===== config.mk =====
export PLATFORM = sky130hd
export DESIGN_NAME = conv_window_loader
export DESIGN_NICKNAME = d
export VERILOG_FILES = /design/src/rtl/conv_window_loader.sv
export SDC_FILE = /design/constraint.sdc
export NUM_CORES = 2
export LEC_CHECK = 0
export BUFFER_PORTS_ARGS = -buffer_cell sky130_fd_sc_hd__buf_2
export CAP_MARGIN = 0
export CORE_AREA = 2 2 428 430
export CTS_BUF_LIST = sky130_fd_sc_hd__clkbuf_8
export CTS_CLUSTER_SIZE = 8
export DETAILED_ROUTE_END_ITERATION = 8
export DIE_AREA = 0 0 430 432
export GPL_TIMING_DRIVEN = 0
export HOLD_SLACK_MARGIN = 0.03
export PLACE_DENSITY = 0.66
export SLEW_MARGIN = 20
export SYNTH_ARGS = -nofsm -noshare
export SYNTH_HDL_FRONTEND = slang
export SYNTH_SLANG_ARGS = --single-unit

===== constraint.sdc =====
create_clock -name clk -period 5.7 [get_ports clk]
set_clock_uncertainty 0.05 [all_clocks]
set_input_delay 0.285 -clock clk [delete_from_list [all_inputs] [get_ports clk]]
set_output_delay 0.285 -clock clk [all_outputs]
set_load 0.1 [all_outputs]

===== src/rtl/conv_window_loader.sv =====
// Ping-pong frame gatherer feeding the convolution stage: one bank fills from the
// sample stream while the other is presented as a zero-padded x1 vector.
module conv_window_loader #(
    parameter int N  = 16,
    parameter int W  = 64,
    parameter int LW = $clog2(N + 1)
) (
    input  logic                  clk,
    input  logic                  reset,
    input  logic [W-1:0]          in_data,
    input  logic                  in_valid,
    input  logic                  in_last,
    output logic                  in_ready,
    output logic [0:N-1][0:W-1]   x1,
    output logic [LW-1:0]         x1_len,
    output logic                  x1_valid,
    input  logic                  x1_ack
);

    localparam int IW = (N > 1) ? $clog2(N) : 1;
    localparam logic [IW-1:0] LAST_IDX = IW'(N - 1);

    logic          wr_bank_q, wr_bank_d;
    logic          rd_bank_q, rd_bank_d;
    logic [IW-1:0] wr_idx_q, wr_idx_d;
    logic [1:0]    full_q, full_d;
    logic [LW-1:0] len_q [2];
    logic [LW-1:0] len_d [2];
    logic [W-1:0]  bank_mem [2][N];

    logic accept;
    logic seal;
    logic rel_frame;

    // Write and release always target different banks: the written bank is never
    // full, the released one always is, so both updates can be applied together.
    always_comb begin
        in_ready  = reset && !full_q[wr_bank_q];
        accept    = in_valid && in_ready;
        seal      = accept && ((wr_idx_q == LAST_IDX) || in_last);
        rel_frame = x1_ack && full_q[rd_bank_q];

        wr_bank_d = wr_bank_q;
        rd_bank_d = rd_bank_q;
        wr_idx_d  = wr_idx_q;
        full_d    = full_q;
        len_d[0]  = len_q[0];
        len_d[1]  = len_q[1];

        if (accept) begin
            if (seal) begin
                full_d[wr_bank_q] = 1'b1;
                len_d[wr_bank_q]  = LW'(wr_idx_q) + LW'(1);
                wr_idx_d          = '0;
                wr_bank_d         = !wr_bank_q;
            end else begin
                wr_idx_d = wr_idx_q + IW'(1);
            end
        end

        if (rel_frame) begin
            full_d[rd_bank_q] = 1'b0;
            rd_bank_d         = !rd_bank_q;
        end
    end

    always_ff @(posedge clk or negedge reset) begin
        if (!reset) begin
            wr_bank_q <= 1'b0;
            rd_bank_q <= 1'b0;
            wr_idx_q  <= '0;
            full_q    <= '0;
            len_q[0]  <= '0;
            len_q[1]  <= '0;
        end else begin
            wr_bank_q <= wr_bank_d;
            rd_bank_q <= rd_bank_d;
            wr_idx_q  <= wr_idx_d;
            full_q    <= full_d;
            len_q[0]  <= len_d[0];
            len_q[1]  <= len_d[1];
        end
    end

    // Sample storage carries no reset; validity is tracked entirely by full_q/len_q.
    always_ff @(posedge clk) begin
        if (accept) begin
            bank_mem[wr_bank_q][wr_idx_q] <= in_data;
        end
    end

    always_comb begin
        x1_valid = full_q[rd_bank_q];
        x1_len   = x1_valid ? len_q[rd_bank_q] : '0;
        for (int i = 0; i < N; i++) begin
            x1[i] = '0;
            if (x1_valid && (LW'(i) < len_q[rd_bank_q])) begin
                x1[i] = bank_mem[rd_bank_q][i];
            end
        end
    end

endmodule


==> impl_metrics.json <==
{
  "outcome": "complete, no violations",
  "areaGrowthSynthToFinish_pct": 23.4,
  "max_freq_ghz": 0.210,
  "grt_max_degree": 33,
  "clk_pin_slew_ns": 0.06,
  "die_area_um2": 186000,
  "place_congestion": 0.852,
  "synth_cell_types": 48,
  "fp.dieH_um": 432,
  "worstSkewPairLatency_ns": 1.04,
  "synth_top_cell_area_share": 0.785,
  "synth_most_common_cell": "edfxtp_1",
  "ys_seq_area_frac": 0.790,
  "nFillCells": 14600,
  "synth.net_count": 4578,
  "synth_ff_type": "edfxtp_1",
  "ys_top_cells_by_area": "edfxtp_1 (78%), mux2i_1 (13%), nor2_1 (4.5%), buf_2 (1.2%), a21oi_1 (0.86%)",
  "period_needed_ns": 4.77,
  "critPathKind": "flop to primary output",
  "drive_above_1_share": 0.292,
  "cts_tree": "built",
  "drtPass1Iterations": 6,
  "htreeDepth": 5,
  "setup_viol": 0,
  "slew_headroom": 0.270,
  "ant_nets": 0,
  "cp.arrival_ns": 4.43,
  "wl_um": 275000,
  "min_path_type": "input port to flop",
  "io_buffers": 1099,
  "min_from": "x1_ack",
  "synth_enable_flop_cells": 2048,
  "cp-end-kind": "primary output",
  "r2r_start": "full_q[1]",
  "whs_ns": 0.168,
  "numCtsBuffers": 354,
  "grt_pass1_vias": 46200,
  "seq_area_um2": 61900,
  "hold_depth": 4,
  "r2r_slack_ns": 1.94,
  "synth-seq-cells": 2066,
  "r2r_end": "bank_mem[0][344]",
  "ctsRootBufferMaster": "clkbuf_8",
  "setup_slack_ns": 0.932,
  "cts_buffer_depth": 4,
  "worstHoldEndpoint": "full_q[1]",
  "place_ws_ns": 1.89,
  "rows": 157,
  "ctsResizeCount": 0,
  "slew_viol_final": 0,
  "yosysWarningCount": 0,
  "grt_use_total": 0.289,
  "antenna_found_initial": 12,
  "rsz0062_at_grt": "no",
  "finalHoldViolCount": 0,
  "grt_pass1_wl_um": 367000,
  "cts.sinks": 2066,
  "grt_overflow_total": 0,
  "synthArstFlopShare": 0.00871,
  "drt-initial-drc-count": 4662,
  "drc_errors": 0,
  "worst_pin_slew_ns": 1.10,
  "ys_top_cells_by_count": "edfxtp_1 (2,048), mux2i_1 (1,027), nor2_1 (940), buf_2 (181), a21oi_1 (135)",
  "wl_per_cell_um": 31.3,
  "multiInputGateArea_um2": 15500,
  "ff2ff_path_depth": 8,
  "final.setup.tns_ns": 0,
  "pin_count": 1100,
  "cp.required_ns": 5.37,
  "synthCells": 4505,
  "core_area_um2": 182000,
  "path_max_fanout": 10,
  "synth_area_leader_cell": "edfxtp_1",
  "die_w_um": 430,
  "crit_path_start_kind": "flop",
  "route.vias.total": 47400,
  "dp_hpwl_um": 196000,
  "syn_area_um2": 78400,
  "synth_area_per_cell_um2": 17.4,
  "final_nets": 6232,
  "initial_core_util": 0.431,
  "maxCapViolations": 0,
  "vias_per_cell": 5.40,
  "final.period_utilization": 0.836
}
worst max-delay path, stage by stage, from the launching register on:
cell and delay (ns):
dfrtp_1 0.34, buf_6 0.13, buf_4 0.17, buf_4 0.17, buf_2 0.67, clkbuf_1 0.87, mux2i_1 0.40, nor2_1 0.18
buf_2 0.46
worst max-delay path by stage:
stage / startpoint / end / slack, ns / depth (start not counted)
detailed placement: reset / bank_mem[0][337] / 1.89 / 8
global route: rd_bank_q / x1[417] / 0.80 / 8
CTS: rd_bank_q / x1[417] / 0.78 / 8
global placement: reset / bank_mem[1][153] / -2.98 / 5
finish: rd_bank_q / x1[417] / 0.93 / 8
floorplan: full_q[0] / x1[963] / 0.47 / 7
per-stage QoR:
| step | util | std cells | area [um^2] |
|---|---|---|---|
| 2_1_floorplan | - | 4505 | 78400 |
| 4_1_cts | 0.532 | 8779 | 96700 |
| 5_1_grt | 0.532 | 8781 | 96700 |
| 6_report | 0.532 | 8784 | 96700 |
| 3_3_place_gp | 0.478 | 7989 | 86900 |
| 3_5_place_dp | 0.495 | 8116 | 90000 |
sequential cells by signal, indices dropped and copies added, names as in the netlist:
name	count
bank_mem	2048
len_q	10
wr_bank_q	1
full_q	2
rd_bank_q	1
wr_idx_q	4
metal layers:
metal | global-route usage | routed length, um
met3 | 0.0672 | 22600
met4 | 0.171 | 18300
met1 | 0.342 | 99300
met5 | 0 | 61
met2 | 0.484 | 135000
cell type report:
type | count | area share
antenna | 5 | 0.000129
tap | 2385 | 0.0309
clock buffer | 362 | 0.0515
timing repair buffer | 1298 | 0.0935
sequential | 2066 | 0.640
buffer | 240 | 0.0126
inverter | 7 | 0.000272
multi-input combinational | 2192 | 0.160
clock inverter | 229 | 0.0107
cells by family (layout without fill, tap and decap cells):
logic type      Yosys count  in the layout  share of synthesized area
compound gates          165            165                     0.0124
xor+xnor                  3              3                   0.000335
fa+ha+maj                 4              4                   0.000639
buf+inv                 247           2136                     0.0157
flops                  2066           2066                      0.790
mux                    1030           1030                      0.132
other cells               0              5                          0
simple gates            990            990                     0.0490
what timing repair did:
item	CTS	global route
hold endpoints to repair	2084	0
buffers inserted	0	0
hold buffers	72	0
layout by cell type, fill, tap and decap left out, drive strengths merged, types with 2 or more instances in the layout:
| cell | instances |
|---|---|
| a21oi | 135 |
| edfxtp | 2048 |
| or3 | 2 |
| nor4 | 2 |
| clkbuf | 402 |
| clkinv | 95 |
| buf | 1426 |
| dlygate4sd3 | 72 |
| ha | 4 |
| a211oi | 2 |
| clkinvlp | 4 |
| nor2b | 4 |
| nand3b | 5 |
| nor3 | 3 |
| bufinv | 5 |
| mux2i | 1027 |
| o32ai | 2 |
| diode | 5 |
| nor3b | 3 |
| o21ai | 8 |
| a21o | 3 |
| xor2 | 2 |
| nand3 | 8 |
| a32oi | 2 |
| mux2 | 3 |
| o22ai | 6 |
| inv | 132 |
| nand2 | 16 |
| nor2 | 942 |
| a31oi | 3 |
| dfrtp | 18 |
Power is left out: the tool's default activity adds up to more than one toggle a clock period on the data nets, which glitch-free logic cannot reach.
